[src/rtl/alu_rr_scheduler.sv]
// Two-requester round-robin front end for one shared combinational ALU.
// Latency: handshake cycle -> EXEC cycle -> rsp_valid in the following cycle (1 op / 3 cycles).
// Backpressure: no request is accepted while an op is in flight; RESP holds until rsp_ready.
module alu_rr_scheduler #(
  parameter int WIDTH = 8
) (
  input  logic             clk,
  input  logic             rst_n,
  input  logic             req0_valid,
  input  logic [WIDTH-1:0] req0_a,
  input  logic [WIDTH-1:0] req0_b,
  input  logic [1:0]       req0_op,
  output logic             req0_ready,
  input  logic             req1_valid,
  input  logic [WIDTH-1:0] req1_a,
  input  logic [WIDTH-1:0] req1_b,
  input  logic [1:0]       req1_op,
  output logic             req1_ready,
  output logic [WIDTH-1:0] alu_a,
  output logic [WIDTH-1:0] alu_b,
  output logic [1:0]       alu_op,
  input  logic [WIDTH-1:0] alu_r,
  input  logic             alu_z,
  input  logic             alu_c,
  input  logic             alu_v,
  output logic             rsp_valid,
  input  logic             rsp_ready,
  output logic             rsp_id,
  output logic [WIDTH-1:0] rsp_r,
  output logic             rsp_z,
  output logic             rsp_c,
  output logic             rsp_v
);

  typedef enum logic [1:0] {
    ST_IDLE = 2'd0,
    ST_EXEC = 2'd1,
    ST_RESP = 2'd2
  } state_t;

  state_t           state_q, state_d;
  logic             last_grant_q, last_grant_d;
  logic [WIDTH-1:0] alu_a_q, alu_a_d;
  logic [WIDTH-1:0] alu_b_q, alu_b_d;
  logic [1:0]       alu_op_q, alu_op_d;
  logic             rsp_id_q, rsp_id_d;
  logic [WIDTH-1:0] rsp_r_q, rsp_r_d;
  logic             rsp_z_q, rsp_z_d;
  logic             rsp_c_q, rsp_c_d;
  logic             rsp_v_q, rsp_v_d;
  logic             any_vld;
  logic             grant;

  always_comb begin
    state_d      = state_q;
    last_grant_d = last_grant_q;
    alu_a_d      = alu_a_q;
    alu_b_d      = alu_b_q;
    alu_op_d     = alu_op_q;
    rsp_id_d     = rsp_id_q;
    rsp_r_d      = rsp_r_q;
    rsp_z_d      = rsp_z_q;
    rsp_c_d      = rsp_c_q;
    rsp_v_d      = rsp_v_q;
    req0_ready   = 1'b0;
    req1_ready   = 1'b0;

    any_vld = req0_valid | req1_valid;
    // On a tie the requester that did not win last time goes first.
    grant = (req0_valid && req1_valid) ? ~last_grant_q : req1_valid;

    case (state_q)
      ST_IDLE: begin
        if (any_vld) begin
          req0_ready   = ~grant;
          req1_ready   = grant;
          alu_a_d      = grant ? req1_a  : req0_a;
          alu_b_d      = grant ? req1_b  : req0_b;
          alu_op_d     = grant ? req1_op : req0_op;
          rsp_id_d     = grant;
          last_grant_d = grant;
          state_d      = ST_EXEC;
        end
      end
      ST_EXEC: begin
        rsp_r_d = alu_r;
        rsp_z_d = alu_z;
        rsp_c_d = alu_c;
        rsp_v_d = alu_v;
        state_d = ST_RESP;
      end
      ST_RESP: begin
        if (rsp_ready) begin
          state_d = ST_IDLE;
        end
      end
      default: begin
        state_d = ST_IDLE;
      end
    endcase
  end

  always_ff @(posedge clk or negedge rst_n) begin
    if (!rst_n) begin
      state_q      <= ST_IDLE;
      last_grant_q <= 1'b1;
      alu_a_q      <= '0;
      alu_b_q      <= '0;
      alu_op_q     <= '0;
      rsp_id_q     <= 1'b0;
      rsp_r_q      <= '0;
      rsp_z_q      <= 1'b0;
      rsp_c_q      <= 1'b0;
      rsp_v_q      <= 1'b0;
    end else begin
      state_q      <= state_d;
      last_grant_q <= last_grant_d;
      alu_a_q      <= alu_a_d;
      alu_b_q      <= alu_b_d;
      alu_op_q     <= alu_op_d;
      rsp_id_q     <= rsp_id_d;
      rsp_r_q      <= rsp_r_d;
      rsp_z_q      <= rsp_z_d;
      rsp_c_q      <= rsp_c_d;
      rsp_v_q      <= rsp_v_d;
    end
  end

  assign alu_a     = alu_a_q;
  assign alu_b     = alu_b_q;
  assign alu_op    = alu_op_q;
  assign rsp_valid = (state_q == ST_RESP);
  assign rsp_id    = rsp_id_q;
  assign rsp_r     = rsp_r_q;
  assign rsp_z     = rsp_z_q;
  assign rsp_c     = rsp_c_q;
  assign rsp_v     = rsp_v_q;

endmodule

[config.mk]
export PLATFORM = sky130hd
export DESIGN_NAME = alu_rr_scheduler
export DESIGN_NICKNAME = d
export VERILOG_FILES = /design/src/rtl/alu_rr_scheduler.sv
export SDC_FILE = /design/constraint.sdc
export NUM_CORES = 1
export LEC_CHECK = 0
export ABC_AREA = 1
export CORE_ASPECT_RATIO = 1.1
export CORE_MARGIN = 8
export CORE_UTILIZATION = 39
export DETAILED_ROUTE_END_ITERATION = 10
export GPL_TIMING_DRIVEN = 0
export PLACE_DENSITY_LB_ADDON = 0.2
export RECOVER_POWER = 50
export SLEW_MARGIN = 20
export SYNTH_ARGS = -nofsm -noshare
export SYNTH_HDL_FRONTEND = slang
export SYNTH_SLANG_ARGS = --single-unit
[constraint.sdc]
create_clock -name clk -period 1.45 [get_ports clk]
set_input_delay 0.145 -clock clk [delete_from_list [all_inputs] [get_ports clk]]
set_output_delay 0.145 -clock clk [all_outputs]
set_load 0.05 [all_outputs]
==> qor.yml <==
placement:
  dpl_cell_area_um2: 2500
  dp_slack_ns: -0.724
  io_buffers: 84
  place.gp.congestion: 0.767
  dp_hpwl_mm: 3.46
die:
  core_area_um2: 3900
  io_pins: 85
  fp.dieH_um: 82.5
  die_area_um2: 6310
  start_util: 0.402
  rows: 24
  die_width_um: 76.5
clock_network:
  cts.sinks: 33
  numCtsBuffers: 5
  clk_pin_slew_ns: 0.07
  htree_levels: 2
  tritoncts: "done"
  clkLatencyLatePin_ns: 0.29
  root_buffer: "clkbuf_8"
  ctsLongestPathBuffers: 2
yosys:
  synth_ff_type: "dfrtp_1"
  synth_top_area_share: 0.510
  yosysUniqueCellTypes: 15
  synthTopCellsByCount: "nand2_1 (118), dfrtp_1 (32), nand3_1 (29)"
  synthCells: 205
  yosys_warnings: 0
  async_reset_ff_frac: 1.00
  syn_avg_cell_area_um2: 7.65
  synth_area_um2: 1570
  yosysSeqAreaShare: 0.527
  ys_ff_latch: 33
  synth.net_count: 257
  synthTopCellsByArea: "dfrtp_1 (51%), nand2_1 (28%), nand3_1 (9.3%)"
  synth-edff-count: 0
  synth_top_cell_by_area: "dfrtp_1"
  yosysMostFrequentCell: "nand2_1"
pwr:
  combinationalPowerShare: 0.599
  p_int_mw: 3.02
  swShare: 0.511
  clkPwrFrac: 0.144
  vdd_drop_max_mv: 1.30
  p_leak_nw: 1.42
  p_sw_mw: 3.16
  seqPwrFrac: 0.256
  powerDensity_nw_per_um2: 2350
timing:
  fmax_mhz: 666
  hold_violations: 0
  relSlewSlack: 0.490
  post-route-min-period_ns: 1.50
  slew_viol_final: 0
  grt_setup_unrepaired: "true"
  tightest_slew_ns: 0.765
  skew_ns: 0.00935
  finalWorstSetupSlack_ns: -0.0512
  period_share: 1.04
  finalSetupViolCount: 1
status:
  status: "finished with violations"
  violations: "negative setup slack"
worst_setup_path:
  crit_path_max_incr_delay_ns: 0.54
  critPathTopFamily: "flip-flops"
  crit_path_start_kind: "register"
  startpoint: "last_grant_q$_DFFE_PN1P_"
  crit_path_end: "req0_ready"
  crit_cells: 4
  path_buf_inv: 2
  arrival_ns: 1.36
  required_ns: 1.31
  cp_cell_sequence: "nand2_2, buf_8, a21oi_4, buf_6"
  worstSetupPathType: "register to primary output"
  r2r_setup_slack_ns: 0.18
  crit_path_max_fanout: 4
  reg2reg_to: "alu_b[0]$_DFFE_PN0P_"
  slowest_stage: "dfstp_2"
  reg2regPathDepth: 7
  rr_startpoint: "last_grant_q$_DFFE_PN1P_"
  endpoint_kind: "primary output"
detailed_routing:
  drt-total-wl_mm: 4.68
  first_pass_iters: 4
  wl_per_cell_um: 13.1
  drc: 0
  vias: 1614
  ant_nets: 0
  vias_per_cell: 4.52
  drt-initial-drc-count: 58
global_route:
  gr-total-overflow: 0
  grt_pass1_wl_mm: 7.91
  grt_max_degree: 32
  antenna_found_initial: 0
  track_usage: 0.156
  grt_pass1_vias: 1711
final_layout:
  post-route-util: 0.675
  area_growth_pct: 68.0
  drive_gt1_frac: 0.125
  diodes: 0
  fin_nets: 356
  design_area_um2: 2640
hold_path:
  hp-class: "input pin to asynchronous set/reset pin"
run:
  drv_cap: 0
==> routing by layer <==
layer | part of all wire | global-route usage
met5 | 0 | 0
met4 | 0.0098 | 0.0404
met3 | 0.096 | 0.0747
met2 | 0.49 | 0.281
met1 | 0.40 | 0.161
==> cells by family (layout without fill, tap and decap cells) <==
logic type	after synthesis	in the layout	synth area share
AO/OA/AOI/OAI	2	2	0.00637
buffers and inverters	17	117	0.0694
flip-flops	33	33	0.527
AND/OR/NAND/NOR	153	153	0.397
==> flip-flops by register name, summed over array words and instances, names as in the netlist <==
signal	cells
state_q	2
rsp_v	1
rsp_z	1
alu_a	8
last_grant_q	1
rsp_c	1
rsp_id	1
alu_op	2
alu_b	8
rsp_r	8
==> worst register-to-register path: stages, from the launching register on <==
cell and delay (ns):
dfstp_2 0.54, nand2_2 0.08, buf_8 0.14, buf_4 0.17, nand3_1 0.07, nand2_1 0.06
nand2_1 0.05, nand2_1 0.05
==> layout make-up <==
class	count	area (um2)
Clock buffer	7	86.3
Clock inverter	1	30.0
Buffer	10	81.3
Tap cell	52	65.1
Fill cell	339	1270
Sequential cell	33	827
Multi-Input combinational cell	155	659
Timing Repair Buffer	94	866
Inverter	5	21.3
==> repair_timing <==
action / CTS / global route
endpoints found under the hold margin: 32 / 0
setup buffers: 2 / 6
endpoints found under the setup margin: 33 / 2
pin swaps: 1 / 3
resized for setup: 51 / 7
hold buffers: 1 / 0
==> cell usage in the layout, fill, tap and decap left out, types with 3 or more instances in the layout <==
cell / count
buf_2: 3
buf_4: 11
buf_6: 3
clkbuf_1: 3
clkbuf_8: 6
clkdlybuf4s50_1: 50
dfrtp_1: 32
dlygate4sd2_1: 30
nand2_1: 117
nand3_1: 29
==> power by group through the flow <==
stage | Combinational (mW) | Clock (mW) | Sequential, mW
4_1_cts | 3.69 | 0.907 | 1.59
3_5_place_dp | 3.87 | 0 | 1.63
3_3_place_gp | 3.84 | 0 | 1.61
6_report | 3.71 | 0.893 | 1.59
2_1_floorplan | 1.15 | 0 | 3.00
5_1_grt | 4.01 | 0.944 | 1.65
==> metrics by stage <==
step	hold WS [ns]	cells	power [mW]	TNS, ns
floorplan	-0.151	205	4.16	-0.0433
global placement	0.452	341	5.44	-16.03
detailed placement	-0.0458	342	5.50	-1.33
CTS	0.188	353	6.19	-0.182
global route	0.208	357	6.60	-0.102
finish	0.202	357	6.18	-0.0512
==> worst min-delay path by stage <==
stage | startpoint | end | cells past startpoint
floorplan | rst_n | alu_a[0]$_DFFE_PN0P_ | 0
global placement | rsp_r[0]$_DFFE_PN0N_ | rsp_r[0]$_DFFE_PN0N_ | 2
detailed placement | rst_n | alu_b[0]$_DFFE_PN0P_ | 1
CTS | rst_n | alu_b[0]$_DFFE_PN0P_ | 2
global route | rst_n | alu_b[0]$_DFFE_PN0P_ | 2
finish | rst_n | alu_b[0]$_DFFE_PN0P_ | 2
Note: power is estimated with default switching activity, not from simulation.
